--- src/rtl/fft_stage_ctrl.sv ---
// Sequencing controller for one radix-2 FFT butterfly stage: accepts frames of
// NUM_BLK blocks, drives stage enable / twiddle base, and delays output markers.
module fft_stage_ctrl #(
  parameter int N          = 8,
  parameter int BLOCK_SIZE = 512,
  parameter int NUM_BLK    = 4,
  parameter int BFLY_LAT   = 2,
  parameter int IDX_W      = $clog2(BLOCK_SIZE)
) (
  input  logic                       clk,
  input  logic                       rst,
  input  logic                       start,
  input  logic                       din_valid,
  output logic                       din_ready,
  output logic                       bfly_en,
  output logic [IDX_W-1:0]           twf_base,
  output logic [$clog2(NUM_BLK):0]   blk_idx,
  output logic                       dout_valid,
  output logic                       dout_sop,
  output logic                       dout_eop,
  output logic                       busy,
  output logic                       done,
  output logic                       err_start
);

  localparam int CPB   = BLOCK_SIZE / (2 * N);
  localparam int CNT_W = (CPB > 1) ? $clog2(CPB) : 1;
  localparam int BLK_W = $clog2(NUM_BLK) + 1;
  localparam int DRN_W = (BFLY_LAT > 1) ? $clog2(BFLY_LAT) : 1;

  typedef enum logic [1:0] {IDLE, RUN, DRAIN} state_t;

  typedef struct packed {
    logic v;
    logic sop;
    logic eop;
  } tag_t;

  state_t                    state_q, state_d;
  logic [CNT_W-1:0]          beat_cnt_q, beat_cnt_d;
  logic [BLK_W-1:0]          blk_idx_q, blk_idx_d;
  logic [DRN_W-1:0]          drn_cnt_q, drn_cnt_d;
  tag_t [BFLY_LAT-1:0]       tag_sr_q, tag_sr_d;
  logic                      busy_q, busy_d;
  logic                      done_q, done_d;
  logic                      err_q, err_d;

  logic accept;
  logic last_beat;
  logic last_blk;

  // Twiddle address path is combinational so the ROM sees it in the beat's own cycle.
  assign din_ready = (state_q == RUN);
  assign accept    = din_ready & din_valid;
  assign bfly_en   = accept;
  assign twf_base  = accept ? IDX_W'(beat_cnt_q) * IDX_W'(2 * N) : '0;
  assign last_beat = (beat_cnt_q == CNT_W'(CPB - 1));
  assign last_blk  = (blk_idx_q == BLK_W'(NUM_BLK - 1));

  always_comb begin
    // NOTE: every _d gets a default here first; a missed branch would otherwise infer a latch.
    state_d    = state_q;
    beat_cnt_d = beat_cnt_q;
    blk_idx_d  = blk_idx_q;
    drn_cnt_d  = drn_cnt_q;
    err_d      = err_q;

    unique case (state_q)
      IDLE: begin
        if (start) begin
          state_d    = RUN;
          beat_cnt_d = '0;
          blk_idx_d  = '0;
        end
      end
      RUN: begin
        if (accept) begin
          if (last_beat) begin
            beat_cnt_d = '0;
            blk_idx_d  = blk_idx_q + BLK_W'(1);
            if (last_blk) begin
              state_d   = DRAIN;
              drn_cnt_d = '0;
            end
          end else begin
            beat_cnt_d = beat_cnt_q + CNT_W'(1);
          end
        end
      end
      DRAIN: begin
        if (drn_cnt_q == DRN_W'(BFLY_LAT - 1)) state_d = IDLE;
        else                                   drn_cnt_d = drn_cnt_q + DRN_W'(1);
      end
      default: state_d = IDLE;
    endcase

    // Starts while a frame is active (including the done cycle) are dropped and flagged.
    if (start && (state_q != IDLE)) err_d = 1'b1;

    busy_d = (state_d != IDLE);
    done_d = (state_d == DRAIN) && (drn_cnt_d == DRN_W'(BFLY_LAT - 1));

    tag_sr_d[0] = '{v: accept, sop: accept && (beat_cnt_q == '0), eop: accept && last_beat};
    for (int i = 1; i < BFLY_LAT; i++) tag_sr_d[i] = tag_sr_q[i-1];
  end

  // NOTE: sequential state uses <= only, so every flop samples pre-edge values.
  always_ff @(posedge clk or posedge rst) begin
    if (rst) begin
      state_q    <= IDLE;
      beat_cnt_q <= '0;
      blk_idx_q  <= '0;
      drn_cnt_q  <= '0;
      tag_sr_q   <= '0;
      busy_q     <= 1'b0;
      done_q     <= 1'b0;
      err_q      <= 1'b0;
    end else begin
      state_q    <= state_d;
      beat_cnt_q <= beat_cnt_d;
      blk_idx_q  <= blk_idx_d;
      drn_cnt_q  <= drn_cnt_d;
      tag_sr_q   <= tag_sr_d;
      busy_q     <= busy_d;
      done_q     <= done_d;
      err_q      <= err_d;
    end
  end

  assign blk_idx    = blk_idx_q;
  assign dout_valid = tag_sr_q[BFLY_LAT-1].v;
  assign dout_sop   = tag_sr_q[BFLY_LAT-1].sop;
  assign dout_eop   = tag_sr_q[BFLY_LAT-1].eop;
  assign busy       = busy_q;
  assign done       = done_q;
  assign err_start  = err_q;

endmodule

--- config.mk ---
export PLATFORM = sky130hd
export DESIGN_NAME = fft_stage_ctrl
export DESIGN_NICKNAME = d
export VERILOG_FILES = /design/src/rtl/fft_stage_ctrl.sv
export SDC_FILE = /design/constraint.sdc
export NUM_CORES = 1
export LEC_CHECK = 0
export ABC_AREA = 1
export CORE_MARGIN = 2
export CORE_UTILIZATION = 51
export CTS_BUF_LIST = sky130_fd_sc_hd__clkbuf_8
export DETAILED_ROUTE_END_ITERATION = 8
export GPL_TIMING_DRIVEN = 0
export PLACE_DENSITY = 0.81
export SYNTH_ARGS = -nofsm -noshare
export SYNTH_HDL_FRONTEND = slang
export SYNTH_SLANG_ARGS = --single-unit
--- constraint.sdc ---
create_clock -name clk -period 1.9 [get_ports clk]
set_input_delay 0.57 -clock clk [delete_from_list [all_inputs] [get_ports clk]]
set_output_delay 0.57 -clock clk [all_outputs]
set_load 0.02 [all_outputs]
# Yosys cells after proc, flatten, opt, wreduce, memory -nomap -nowiden
# Index checks and enable logic that the tools add are counted.
[op_classes]
n_addsub = 3
multipliers = 0
n_div = 0
magnitude_cmp = 0
eq_ne = 8
shift = 0
n_mux = 20
bitwise_logic = 1
n_reduce_logical = 11
[op_table]
columns = ["operator", "n"]
rows = [
  ["5-bit two-way mux", 3],
  ["2-bit two-way mux", 5],
  ["5-bit case mux with 2 select lines", 1],
  ["3-bit two-way mux", 3],
  ["9-bit two-way mux", 1],
  ["2-bit case mux with 3 select lines", 1],
  ["3-bit case mux with 2 select lines", 1],
  ["2-bit nonzero test", 3],
  ["5-bit by 1-bit adder with 5-bit output, second input constant", 1],
  ["5-bit == test, second input constant", 1],
  ["5-bit logical NOT", 1],
  ["2-bit == test, second input constant", 2],
  ["1-bit logical AND", 4],
  ["1-bit two-way mux", 4],
  ["2-bit by 1-bit inequality test with 1-bit output, second input constant", 2],
  ["4-bit AND reduction", 1],
  ["3-bit by 1-bit adder with 3-bit output, second input constant", 1],
  ["3-bit by 2-bit == test with 1-bit output, second input constant", 1],
  ["3-bit AND reduction", 1],
  ["2-bit by 1-bit == test with 1-bit output, second input constant", 1],
  ["2-bit logical NOT", 1],
  ["2-bit inequality test, second input constant", 1],
  ["1-bit case mux with 2 select lines", 1],
  ["1-bit adder, second input constant", 1],
  ["1-bit AND", 1],
]
[totals]
ff_bits = 20
latchBits = 0
ram_bits = 0
romBits = 0
inputBits = 4
output_inout_bits = 20
word_cells = 56
mem_count = 0

# Longest topological paths before layout
[depth]
depth_word = 7
ltp_mapped = 11
mapped_depth_nobuf = 10

# Least setup slack after synthesis
# Ideal clock, no wire load.
[synth_timing]
path_kind = "reg-to-output"
startpoint = "register state_q[1]"
endpoint = "output port twf_base[4]"
arrival_time_ps = 1302
required_ps = 1330
slack_ps = 28
path_stages_with_launch = 6
n_path_buf = 1
cell_sequence = "dfrtp_1 -> inv_1 -> ha_1 -> buf_6 -> nand2_4 -> nor2_1"
[synth_between]
elab_chain_len = 3
[synth_lines]
columns = ["item", "line", "source"]
rows = [
  ["start: declaration", "39", "state_t state_q, state_d;"],
  ["start signal: assignment", "119", "state_q <= state_d;"],
  ["2-bit by 1-bit == test with 1-bit output", "53", "assign din_ready = (state_q == RUN);"],
  ["named net din_ready", "14", "output logic din_ready,"],
  ["1-bit AND", "54", "assign accept = din_ready & din_valid;"],
  ["9-bit two-way mux", "56", "assign twf_base = accept ? IDX_W'(beat_cnt_q) * IDX_W'(2 * N) : '0;"],
  ["end: declaration", "16", "output logic [IDX_W-1:0] twf_base,"],
]
# The timed path passes the listed nets, and every way through them passes these cells.

# Worst setup path after layout
[layout_timing]
startpoint = "register state_q[1]"
endpoint = "output port twf_base[7]"
[layout_between]
elab_chain_len = 3
[layout_lines]
columns = ["item", "line"]
rows = [
  ["2-bit by 1-bit == test with 1-bit output", "53"],
  ["1-bit AND", "54"],
  ["9-bit two-way mux", "56"],
]
# No other way between the ends.

==> results.md <==
* Status: finished, final reports clean
* Final hold vios at 0
* Clk sinks at 20
* Clock Path Buffers at 2
* Vias at 838
* Leading cell type in the layout, fill and taps excluded: dfrtp_1
* Share of post-route cells with drive strength above 1 at 0.297
* Int Power at 1.13 mW
* Maximum VDD drop at 0.000889 V
* Combinational Power Share at 0.533
* Final period util at 0.986
* Worst Setup End Kind: output pin
* Largest family of logic cells by synthesized area: simple AND/OR/NAND/NOR gates
* Count of state elements after synthesis at 20
* Synth top area share at 0.460
* Die height at 50.2 um
* Worst-skew pair later-pin latency at 260 ps
* Worst setup margin at 25.8 ps
* Clk_skew at 1.53 ps
* Total gr overflow at 0
* Worst min-delay path class: register to register
* Compound-gate portion of the synthesized area at 0.0852
* Adder-cell share of the synthesized area at 0.104
* Max Cap Viol at 0
* I/O pins at 24
* Layout Nets at 159
* Multiplexer share of the synthesized area at 0
* Setup TNS Final at 0 ps
* Detail Route Antenna Nets at 0
* Max-slew violation count at 0
* Post-Place Worst Slack at -666 ps
* Routed WL at 2190 um
* CTS tree: yes
* Synth area leaders: dfrtp_1 (46%), ha_1 (10%), inv_1 (6.2%), nand2_1 (4.5%), nor2_1 (3.8%)
* Simple-gate share of the synthesized area at 0.236
* Register share of total power at 0.304
* Clock Power Share at 0.163
* Slack of the worst reg-to-reg path at 200 ps
* Synth warn at 0
* Net Sw Power at 880 uW
* CP required at 1330 ps
* DRC at 0
* Syn avg cell area at 9.54 um^2
* Input/output buffers at 19
* Slew margin rel. at 0.510
* Total iterations of the first detailed-routing run at 4
* Cells after Synth at 114
* Post-synth cell types at 24
* Iter 0 DRT Violations at 9
* Initial antenna violation count at 0
* Kind of critical path: register to output pin
* Final HPWL DP at 1510 um
* Largest area contributor in the netlist: dfrtp_1
* Commonest non-fill, non-tap cells in the layout: dfrtp_1 (20), inv_1 (16), buf_4 (15)
* Setup-failing EPs final at 0
* Max FO, Critical Path at 8
* Core area at 1980 um^2
* H-tree depth at 1
* DP Area at 1320 um^2
* DR WL/cell at 12.7 um
* Leak at 0.721 nW
* Routed vias/inst at 4.87
* Worst-path clk slew at 80 ps
* GP Congestion at 0.808
* Initial Utilization at 0.549
* Post-CTS Hold Fix Bufs at 0
* Final cell count without fillers at 172
* Switching share of power at 0.438
* Die area at 2520 um^2
* Fin crit period at 1870 ps
* Vias in the first global route at 791
* Worst-Margin Slew at 735 ps
* GRT Util Overall at 0.196
* DP Cell Count at 163
* Area Overhead vs Synth at 32.0%
* Power per cell area at 1400 nW/um^2
* Max Clk Rate at 0.534 GHz
* Largest net degree at the start of global routing at 21
* Hold Slack at 351 ps
* Clock root buffer master: clkbuf_8
* Synth Area in XOR/XNOR at 0
* CTS Buf Count at 3
* Die Wd at 50.2 um
* First-pass GRT wire length at 3700 um
* Arrival @ worst endpoint at 1300 ps
* Critical Path Start Type: register
* Synthesized area at 1090 um^2
* Antenna cells at 0
* Row count at 16
* Sequential fraction of the synthesis area at 0.460
* Final instance area at 1440 um^2
cells by family after synthesis:
family / count (synthesis)
adder cells (fa/ha/maj): 9
AND/OR/NAND/NOR: 44
buffers and inverters: 25
other: 1
AO/OA/AOI/OAI: 15
flip-flops: 20
registers in the layout, summed over array words and instances, names as in the netlist, 2 cells and up:
signal      count
beat_cnt_q      5
blk_idx         3
state_q         2
tag_sr_d        3
power by group through the flow:
stage               registers (mW)  clock network, mW  logic (mW)
floorplan                    0.647                  0       0.657
global placement             0.608                  0       0.944
detailed placement           0.616                  0       0.975
CTS                          0.607              0.333        1.03
global route                 0.626              0.342        1.17
finish                       0.612              0.328        1.07
synthesized netlist by cell type, drive strengths merged:
cell,instances
nand4,1
nor3,1
inv,20
nand2,20
o21ai,8
nand3,8
buf,5
dfrtp,20
a21oi,5
o21bai,1
nor2,14
o22ai,1
conb,1
ha,9
stage by stage:
step | power [mW] | utilization
after floorplan | 1.30 | -
after global placement | 1.55 | 0.667
after detailed placement | 1.59 | 0.667
after CTS | 1.97 | 0.704
after global routing | 2.14 | 0.724
final | 2.01 | 0.724
path summary, 6_finish.rpt:
check | from | depth (start not counted) | endpoint
worst max-delay path | state_q[1] | 6 | twf_base[7]
worst min-delay path | tag_sr_d[4] | 0 | dout_sop
worst max register to register | beat_cnt_q[0] | 8 | busy
worst min register to register | tag_sr_d[4] | 0 | dout_sop
max in group asynchronous | rst | 2 | state_q[1]
min in group asynchronous | rst | 2 | err_start
critical path, stage by stage (launching register included):
cell,delay [ps]
dfrtp_1,390
inv_2,80
ha_4,130
buf_6,110
nand2_8,80
nor2_1,100
buf_4,140
area by class of cell:
| class | count | area, um^2 |
|---|---|---|
| inverter | 20 | 80.1 |
| sequential | 20 | 500 |
| buffer | 5 | 41.3 |
| timing repair buffer | 24 | 211 |
| tap | 27 | 33.8 |
| clock buffer | 4 | 55.1 |
| fill | 145 | 547 |
| multi-input combinational | 72 | 513 |
what timing repair did:
item,in CTS,in global routing
endpoints found under the setup margin,7,7
setup buffers,4,1
resized for setup,35,8
cloned,0,0
layer usage:
metal / vias to the layer above / part of all wire / global-route usage
met4: 0 / 0.017 / 0.0972
met2: 27 / 0.54 / 0.329
met3: 4 / 0.038 / 0.0208
li1: 411 / - / -
met5: - / 0 / 0
met1: 396 / 0.40 / 0.251
Note: power is estimated with default switching activity, not from simulation.
